$ cat src/rtl/aes_round_sequencer.sv
// aes_round_sequencer
//   Control FSM for a one-round-per-cycle AES-128 core. On an accepted start it
//   steps the core through the initial AddRoundKey, rounds 1..NR-1 and the final
//   round. It then pulses ok to the byte-serialising output interface and waits
//   for that interface to drain before it accepts new work.
//
// Parameters
//   NR            total cipher rounds (2..15)
//   DRAIN_TIMEOUT cycles allowed across both drain states before giving up
//
// Ports
//   clk        system clock, rising edge
//   rst_       synchronous reset, active HIGH despite the suffix
//   start      encrypt request, sampled only in IDLE
//   out_ready  output interface ready (1 = previous cipher fully shifted out)
//   in_ready   1 only in IDLE
//   busy       1 in every state except IDLE
//   load_state core loads plaintext^key and key (round 0)
//   round_en   core performs one round this cycle
//   mix_en     include MixColumns (0 in the final round)
//   round      current round index 0..NR
//   rcon       key-expansion round constant, 0x00 when round_en=0
//   ok         one-cycle pulse, cipher valid on the core output
//   err        sticky drain-timeout flag, cleared by reset or accepted start

module aes_round_sequencer #(
    parameter int NR            = 10,
    parameter int DRAIN_TIMEOUT = 32
) (
    input  logic       clk,
    input  logic       rst_,
    input  logic       start,
    input  logic       out_ready,
    output logic       in_ready,
    output logic       busy,
    output logic       load_state,
    output logic       round_en,
    output logic       mix_en,
    output logic [3:0] round,
    output logic [7:0] rcon,
    output logic       ok,
    output logic       err
);

    localparam int             CW       = $clog2(DRAIN_TIMEOUT + 1);
    localparam logic [CW-1:0]  CNT_LAST = CW'(DRAIN_TIMEOUT - 1);
    localparam logic [3:0]     R_LAST   = 4'(NR - 1);
    localparam logic [3:0]     R_FINAL  = 4'(NR);

    typedef enum logic [2:0] {
        S_IDLE,
        S_INIT,
        S_ROUND,
        S_FINAL,
        S_DONE,
        S_DRAIN_LO,
        S_DRAIN_HI
    } state_t;

    state_t        state;
    logic [CW-1:0] drain_cnt;

    // GF(2^8) multiply by x: next round constant.
    function automatic logic [7:0] xtime(input logic [7:0] b);
        return {b[6:0], 1'b0} ^ (b[7] ? 8'h1B : 8'h00);
    endfunction

    // Outputs are assigned together with the next state so every output is
    // registered and reflects the state the FSM is entering.
    always_ff @(posedge clk) begin
        if (rst_) begin
            state      <= S_IDLE;
            in_ready   <= 1'b1;
            busy       <= 1'b0;
            load_state <= 1'b0;
            round_en   <= 1'b0;
            mix_en     <= 1'b0;
            round      <= '0;
            rcon       <= '0;
            ok         <= 1'b0;
            err        <= 1'b0;
            drain_cnt  <= '0;
        end else begin
            case (state)
                S_IDLE: begin
                    drain_cnt <= '0;
                    if (start) begin
                        state      <= S_INIT;
                        in_ready   <= 1'b0;
                        busy       <= 1'b1;
                        load_state <= 1'b1;
                        err        <= 1'b0;
                    end
                end

                S_INIT: begin
                    state      <= S_ROUND;
                    load_state <= 1'b0;
                    round_en   <= 1'b1;
                    mix_en     <= 1'b1;
                    round      <= 4'd1;
                    rcon       <= 8'h01;
                end

                S_ROUND: begin
                    rcon <= xtime(rcon);
                    if (round == R_LAST) begin
                        state  <= S_FINAL;
                        round  <= R_FINAL;
                        mix_en <= 1'b0;
                    end else begin
                        round <= round + 4'd1;
                    end
                end

                S_FINAL: begin
                    state    <= S_DONE;
                    round_en <= 1'b0;
                    rcon     <= '0;
                    ok       <= 1'b1;
                end

                S_DONE: begin
                    state     <= S_DRAIN_LO;
                    ok        <= 1'b0;
                    drain_cnt <= '0;
                end

                // out_ready low acknowledges ok; the timer spans both drain states.
                S_DRAIN_LO: begin
                    if (drain_cnt == CNT_LAST) begin
                        state    <= S_IDLE;
                        in_ready <= 1'b1;
                        busy     <= 1'b0;
                        round    <= '0;
                        err      <= 1'b1;
                    end else begin
                        drain_cnt <= drain_cnt + CW'(1);
                        if (!out_ready) begin
                            state <= S_DRAIN_HI;
                        end
                    end
                end

                // A normal exit on the last timer cycle wins over the timeout.
                S_DRAIN_HI: begin
                    if (out_ready) begin
                        state    <= S_IDLE;
                        in_ready <= 1'b1;
                        busy     <= 1'b0;
                        round    <= '0;
                    end else if (drain_cnt == CNT_LAST) begin
                        state    <= S_IDLE;
                        in_ready <= 1'b1;
                        busy     <= 1'b0;
                        round    <= '0;
                        err      <= 1'b1;
                    end else begin
                        drain_cnt <= drain_cnt + CW'(1);
                    end
                end

                default: begin
                    state      <= S_IDLE;
                    in_ready   <= 1'b1;
                    busy       <= 1'b0;
                    load_state <= 1'b0;
                    round_en   <= 1'b0;
                    mix_en     <= 1'b0;
                    round      <= '0;
                    rcon       <= '0;
                    ok         <= 1'b0;
                end
            endcase
        end
    end

endmodule
$ cat config.mk
export PLATFORM = sky130hd
export DESIGN_NAME = aes_round_sequencer
export DESIGN_NICKNAME = d
export VERILOG_FILES = /design/src/rtl/aes_round_sequencer.sv
export SDC_FILE = /design/constraint.sdc
export NUM_CORES = 1
export LEC_CHECK = 0
export CORE_UTILIZATION = 50
export CTS_CLUSTER_DIAMETER = 30
export DETAILED_ROUTE_END_ITERATION = 8
export PLACE_DENSITY = 0.86
export SLEW_MARGIN = 40
export SYNTH_ARGS = -nofsm -noshare
export SYNTH_HDL_FRONTEND = slang
export SYNTH_SLANG_ARGS = --single-unit
$ cat constraint.sdc
create_clock -name clk -period 2.4 [get_ports clk]
set_input_delay 0.48 -clock clk [delete_from_list [all_inputs] [get_ports clk]]
set_output_delay 0.48 -clock clk [all_outputs]
set_load 0.05 [all_outputs]
---- Word level (Yosys, flattened, before mapping) ----
Index checks and enable logic that the tools add are counted.
operators by class
  $add $sub $neg .......................... 2
  equality and inequality tests ........... 13
  mux-type cells .......................... 32
  bitwise operators ....................... 4
  reduce and logical (&&, ||, !) cells .... 17
operators with widths
  cell                                            number
  one-hot mux 8 bit (3 select lines)              1
  one-hot mux 3 bit (7 select lines)              1
  one-hot mux 4 bit (5 select lines)              1
  OR reduction 5 bit                              4
  2-to-1 mux 3 bit                                6
  one-hot mux 6 bit (3 select lines)              1
  2-to-1 mux 4 bit                                3
  2-to-1 mux 6 bit                                2
  == test 3 bit (second input constant)           3
  2-to-1 mux 1 bit                                9
  one-hot mux 1 bit (4 select lines)              2
  AND reduction 2 bit                             4
  OR reduction 4 bit                              2
  XOR 8 x 5 -> 8 bit                              1
  adder 6 x 1 -> 6 bit (second input constant)    1
  == test 3 x 2 -> 1 bit (second input constant)  2
  == test 6 x 5 -> 1 bit (second input constant)  1
  inequality test 2 bit (second input constant)   3
  inequality test 3 bit (second input constant)   2
  one-hot mux 1 bit (2 select lines)              3
  one-hot mux 1 bit (3 select lines)              2
  nonzero test 3 bit                              2
  2-to-1 mux 5 bit                                1
  adder 4 x 1 -> 4 bit (second input constant)    1
  other kinds (8)                                 10
word-level totals
  flip-flop bits (word level) ............. 28
  input port bits ......................... 4
  output and inout bits ................... 19
  word-level logic and storage cells ...... 79

---- Depth between registers and ports, before layout ----
Gate-level depths: netlist (run 1).
  depth in word-level cells ............... 4
  depth in mapped cells ................... 7
  gate-level depth less buffers ........... 5

---- Worst setup path after synthesis (run 1) ----
Ideal clock, no wire load.
  path type ............................... reg2reg
  from .................................... register state[2]
  to ...................................... register drain_cnt[3]
  library setup time ...................... 0.072 ns
  arrival time ............................ 1.856 ns
  required time ........................... 2.328 ns
  setup slack ............................. 0.472 ns
  stages on the path, launching flop included .. 8
  buffers on the path ..................... 2
  period minus slack after synthesis ...... 1.928 ns
  cells stage by stage .................... dfxtp_1 buf_2 inv_2 fa_1 clkbuf_1 o21bai_1 nor4b_1 mux2i_1
between the ends
  word-level cells in the longest chain between the ends .. 4
  elaborated cells between the ends (all ways) .. 9
  those cells by class .................... eq/ne: 4; mux: 1; reduce/logical: 4
ends and longest elaborated chain
  what                                                     RTL line  RTL
  start: declaration                                       60        state_t state;
  start signal: assignment                                 72        state <= S_IDLE;
  start signal: assignment                                 88        state <= S_INIT;
  start signal: assignment                                 97        state <= S_ROUND;
  == test 3 bit / zero test 3 bit (equally long branches)  84        case (state)
  OR reduction 2 bit (no source line)                      --
  nonzero test 3 bit (no source line)                      --
  AND reduction 2 bit (no source line)                     --
  end signal: assignment                                   138       drain_cnt <= drain_cnt + CW'(1);
  end signal: assignment                                   159       drain_cnt <= drain_cnt + CW'(1);
  end: declaration                                         61        logic [CW-1:0] drain_cnt;
Parallel ways exist; a longest one is shown, timed or not.
A chain may end at the register's enable or synchronous reset.

---- Final worst setup path (run 1) ----
  from .................................... register rcon[7]
  to ...................................... output port rcon[7]
RTL lines
  what                      RTL line  RTL
  start: declaration        40        output logic [7:0] rcon,
  start signal: assignment  106       rcon <= xtime(rcon);
No word-level cell between the ends.

==> results of run 1 <==
==> per-layer routing <==
| metal | up-vias | wire [µm] | GRT usage [%] |
|---|---|---|---|
| met1 | 693 | 1570 | 27.6 |
| met5 | - | 0 | 0 |
| met4 | 0 | 76 | 11.2 |
| met3 | 7 | 155 | 2.01 |
| li1 | 691 | - | - |
| met2 | 44 | 1720 | 39.2 |
==> power groups by stage <==
stage / combinational [mW] / sequential (mW) / clock [mW]
floorplan: 0.222 / 0.583 / 0
global route: 0.407 / 0.515 / 0.339
finish: 0.377 / 0.510 / 0.323
CTS: 0.376 / 0.511 / 0.327
global placement: 0.360 / 0.519 / 0
detailed placement: 0.374 / 0.521 / 0
==> layout make-up <==
type                       instances  share of cell area [%]
sequential                        28                    30.3
timing repair buffer              26                    13.5
clock inverter                     1                    1.62
multi-input combinational        136                    50.5
clock buffer                       3                    1.22
tap                               31                    2.09
inverter                           4                   0.811
==> how the worst min path moves through the flow <==
stage	to	slack (ns)
3_3_place_gp	load_state	0.46
5_1_grt	rcon[1]	0.52
6_report	load_state	0.49
3_5_place_dp	load_state	0.48
4_1_cts	load_state	0.50
2_1_floorplan	drain_cnt[5]	0.47
==> placed cells by master (no fill, tap or decap), drive strengths merged, types with 5 or more instances in the layout <==
cell           Yosys  routed
dfxtp             28      28
a21oi             19      19
or3b               6       6
nor2              11      11
nand3b             8       8
o21ai              5       5
nand2              7       7
nand3             10      10
clkdlybuf4s50      0      22
nand2b            13      13
==> metrics by stage <==
stage | hold slack, ns | instance area [µm²] | cells | power (mW) | util (%)
after global placement | 0.464 | 1800 | 225 | 0.879 | 63.1
after floorplan | 0.466 | 1560 | 180 | 0.804 | -
final | 0.489 | 1850 | 229 | 1.21 | 64.9
after detailed placement | 0.475 | 1800 | 225 | 0.895 | 63.1
after global routing | 0.518 | 1850 | 229 | 1.26 | 64.9
after CTS | 0.499 | 1850 | 229 | 1.21 | 64.9
==> cells by family after synthesis <==
logic type	share of synthesized area [%]
AOI/OAI and AO/OA	22.6
adders and majority gates	3.68
buffers and inverters	4.32
xor gates and xnor gates	2.80
muxes	2.56
and+or+nand+nor	28.2
DFF	35.9
==> registers in the layout, summed over array words and instances, names as in the netlist, 3 cells and up <==
| signal | count |
|---|---|
| rcon | 8 |
| drain_cnt | 6 |
| round | 4 |
| state | 3 |
==> metrics.csv, run 1 <==
metric,value,unit
Die Area,3350,µm²
GRT Total Usage,22.5,%
Worst Path Required,1.92,ns
clk slew on worst S/H paths,0.16,ns
final clock skew,0.00649,ns
initial antenna violation count,0,
largest net degree at the start of global routing,25,
CTS resizes,0,
Slew @ Worst Pin,0.653,ns
CTS max path bufs,2,
CP Launch Type,flop,
R2R Setup Slk,0.28,ns
iteration-0 DRC count of the detailed router,68,
ranking of synthesized cells by instance count,"28 x dfxtp_1, 19 x a21oi_1, 13 x nand2b_1",
port bufs,22,
share of layout cells above drive strength 1,8.08,%
P per Cell Area,654,nW/µm²
grt ovf,0,
"FF+latch count, synth",28,
switch share,33.6,%
post-synth cell types,49,
setup ws final,0.221,ns
syn nets,188,
"Slew Viols, Final",0,
share of the synthesized area in the top cell type,35.9,%
Crit Reg-Reg Startpoint,state[2],
"Hold Violations, Final",0,
f_max,459,MHz
router iterations before antenna repair,7,
H-tree levels,1,
CTS Buf Count,3,
core area,2850,µm²
top_reg_cell synth,dfxtp_1,
max cap viols,0,
layout overhead on the synthesized area,18.5,%
Sequential Area,561,µm²
wire length per cell,15.4,µm
crit-path cells,clkdlybuf4s50_1,
initial core utilization,54.8,%
end point of the critical path,rcon[7],
Internal,804,µW
Synth Cell Area,1560,µm²
Worst-Skew Late Latency,0.36,ns
routed vias,1435,
mean post-synth cell area,8.68,µm²
crit-path max cell delay,0.85,ns
global-route wire length before repair,5850,µm
FF-to-FF End,drain_cnt[3],
R2R cell count,5,
Post-synth EDFFs,0,
HPWL Detailed,2540,µm
leak pwr,0.631,nW
Ports,23,
slowest cell on the critical path,clkdlybuf4s50_1,
multi-input logic area,935,µm²
crit-path max FO,6,
CP arrival,1.70,ns
VDD IR max,0.352,mV
Net Switching,406,µW
vias in the first global route,1313,
CP bufs+invs,1,
combinational share of power,31.2,%
TritonCTS clock tree,done,
hold_sp,load_state,
fin crit period,2.18,ns
setup violators final,0,
"Seq/Total Area, Yosys",35.9,%
Post-Place Setup Slack,0.314,ns
Crit. End Element,primary output,
clock root buffer,clkbuf_4,
sequential cell fraction of total power,42.2,%
RSZ-0062 raised after global routing,no,
Residual DRC,1,
status,finished with violations,
critical path class,reg -> out,
Yosys warnings,0,
std cell rows,19,
die width,57.9,µm
RePlAce Congestion,0.783,
Hold Path Stages,2,
crit path launch,rcon[7],
Top delay family on crit path,buffers and inverters,
Final Cycle Share,90.8,%
antenna diode count,0,
FILL cells,238,
async set or reset register ratio after synthesis,0,%
clock power share,26.7,%
Setup TNS Final,0,ns
Yosys top cell by area,dfxtp_1,
# Post-CTS Setup Buffers,0,
WP depth,1,
drt via density,6.27,
Synth area leaders,"dfxtp_1 36%, a21oi_1 6.1%, nand2b_1 5.2%",
Die Ht,57.9,µm
Syn Inst Count,180,
Hold WC Path Type,reg -> reg,
final wirelength,3520,µm
Nets,207,
CTS sink cnt,28,
most common cell in the synthesized netlist,dfxtp_1,
Routed Antenna Nets,0,
Rel. slew slack,56.4,%
failing checks,DRC,
hold_buf cts,0,
Power figures use the tool's default switching activity.
==> run 2: changes to the inputs <==
--- a/config.mk
+++ b/config.mk
@@ -8,8 +8,7 @@
 export CORE_UTILIZATION = 50
 export CTS_CLUSTER_DIAMETER = 30
 export DETAILED_ROUTE_END_ITERATION = 8
-export PLACE_DENSITY = 0.86
-export SLEW_MARGIN = 40
+export PLACE_DENSITY_LB_ADDON = 0.12
 export SYNTH_ARGS = -nofsm -noshare
 export SYNTH_HDL_FRONTEND = slang
 export SYNTH_SLANG_ARGS = --single-unit
==> metrics.csv, run 2 (synthesis gave the netlist of run 1 again) <==
metric,value,unit,change
status,finished with violations,,unchanged
failing checks,DRC,,unchanged
router iterations before antenna repair,6,,was 7
Post-Place Setup Slack,0.318,ns,was 0.314 ns
Sequential Area,561,µm²,unchanged
Residual DRC,1,,unchanged
VDD IR max,0.633,mV,was 0.352 mV
crit path launch,rcon[7],,unchanged
leak pwr,0.634,nW,was 0.631 nW
vias in the first global route,1331,,was 1313
clock root buffer,clkbuf_4,,unchanged
port bufs,22,,unchanged
R2R cell count,5,,unchanged
TritonCTS clock tree,done,,unchanged
Slew @ Worst Pin,0.564,ns,was 0.653 ns
Final Power,1.13,mW,was 1.21 mW
CP Launch Type,flop,,unchanged
global-route wire length before repair,5750,µm,was 5850 µm
share of layout cells above drive strength 1,9.00,%,was 8.08%
hold_buf cts,0,,unchanged
max cap viols,0,,unchanged
Routed Antenna Nets,0,,unchanged
"Hold Violations, Final",0,,unchanged
Setup TNS Final,0,ns,unchanged
Ports,23,,unchanged
H-tree levels,1,,unchanged
f_max,461,MHz,was 459 MHz
Largest regs,"rcon: 8 flops, drain_cnt: 6 flops, round: 4 flops",,unchanged
WP depth,1,,unchanged
core area,2850,µm²,unchanged
layout overhead on the synthesized area,18.4,%,was 18.5%
P per Cell Area,608,nW/µm²,was 654 nW/µm²
RePlAce Congestion,0.795,,was 0.783
wire length per cell,14.3,µm,was 15.4 µm
"Slew Viols, Final",0,,unchanged
"commonest cells after routing, fill and taps aside","28 x dfxtp_1, 22 x clkdlybuf4s50_1, 19 x a21oi_1, 13 x nand2b_1, 11 x nor2_1",,unchanged
CP bufs+invs,1,,unchanged
Die Area,3350,µm²,unchanged
initial core utilization,54.8,%,unchanged
setup violators final,0,,unchanged
setup ws final,0.233,ns,was 0.221 ns
drt via density,6.00,,was 6.27
fin crit period,2.17,ns,was 2.18 ns
multi-input logic area,935,µm²,unchanged
Die Ht,57.9,µm,unchanged
Worst-Skew Late Latency,0.33,ns,was 0.36 ns
RSZ-0062 raised after global routing,no,,unchanged
Final Cycle Share,90.3,%,was 90.8%
slowest cell on the critical path,clkdlybuf4s50_1,,unchanged
Top delay family on crit path,buffers and inverters,,unchanged
die width,57.9,µm,unchanged
number of flip-flops in the largest register,8,,unchanged
R2R Setup Slk,0.56,ns,was 0.28 ns
std cell rows,19,,unchanged
final wirelength,3310,µm,was 3520 µm
routed vias,1386,,was 1435
"most common cell after layout, fill and taps aside",dfxtp_1,,unchanged
largest net degree at the start of global routing,25,,unchanged
CTS Buf Count,3,,unchanged
Nets,209,,was 207
Crit. End Element,primary output,,unchanged
iteration-0 DRC count of the detailed router,54,,was 68
HPWL Detailed,2410,µm,was 2540 µm
antenna diode count,0,,unchanged
CTS sink cnt,28,,unchanged
final core occ,64.9,%,about the same
# Post-CTS Setup Buffers,0,,unchanged
CTS max path bufs,2,,unchanged
CTS resizes,0,,unchanged
initial antenna violation count,0,,unchanged
crit-path max FO,6,,unchanged
FF-to-FF End,drain_cnt[3],,unchanged
clk slew on worst S/H paths,0.15,ns,was 0.16 ns
crit-path cells,clkdlybuf4s50_1,,unchanged
final clock skew,0.00245,ns,was 0.00649 ns
Hold WC Path Type,reg -> reg,,unchanged
grt ovf,0,,unchanged
critical path class,reg -> out,,unchanged
Worst Path Required,1.92,ns,about the same
crit-path max cell delay,0.86,ns,was 0.85 ns
CP arrival,1.69,ns,was 1.70 ns
end point of the critical path,rcon[7],,unchanged
GRT Total Usage,21.6,%,was 22.5%
Crit Reg-Reg Startpoint,state[2],,unchanged
FILL cells,258,,was 238
most flop-heavy register,rcon,,unchanged
Rel. slew slack,62.3,%,was 56.4%
## run 2: report_power, final
part | internal, mW | switching [mW] | leakage [nW]
Sequential | 0.490 | 0.0203 | 0.227
Combinational | 0.150 | 0.233 | 0.385
Clock | 0.0929 | 0.140 | 0.0210
## run 2: worst min-delay path by stage
stage	depth (start not counted)	startpoint	slack, ns	end
2_1_floorplan	2	drain_cnt[5]	0.47	drain_cnt[5]
3_3_place_gp	2	load_state	0.46	load_state
3_5_place_dp	2	load_state	0.47	load_state
4_1_cts	2	load_state	0.49	load_state
5_1_grt	2	rcon[1]	0.52	rcon[1]
6_report	2	load_state	0.49	load_state
## run 2: cell type report
type,instances,share of cell area [%]
repair buffers,28,14.3
well taps,31,2.10
clock buffers,4,1.96
flip-flops and latches,28,30.3
multi-input cells,136,50.5
inverters,4,0.811
## run 2: metrics by stage
stage | hold WS (ns) | instances | cell area, µm²
finish | 0.489 | 231 | 1850
global route | 0.520 | 231 | 1850
CTS | 0.490 | 231 | 1850
detailed placement | 0.467 | 227 | 1810
global placement | 0.458 | 227 | 1810
floorplan | 0.466 | 180 | 1560
## run 2: metal layers
metal	vias to the layer above	GRT usage, %	wire (µm)
met2	24	37.9	1600
met5	-	0	0
met1	667	27.5	1580
met3	2	4.91	113
met4	0	3.74	13
li1	693	-	-
==> run 3: changes to the inputs <==
--- a/config.mk
+++ b/config.mk
@@ -8,7 +8,9 @@
 export CORE_UTILIZATION = 50
 export CTS_CLUSTER_DIAMETER = 30
 export DETAILED_ROUTE_END_ITERATION = 8
+export HOLD_SLACK_MARGIN = 0.08
 export PLACE_DENSITY_LB_ADDON = 0.12
+export SLEW_MARGIN = 10
 export SYNTH_ARGS = -nofsm -noshare
 export SYNTH_HDL_FRONTEND = slang
 export SYNTH_SLANG_ARGS = --single-unit
==> results of run 3 <==
Final layout, timing and power as in run 2 (identical DEF).
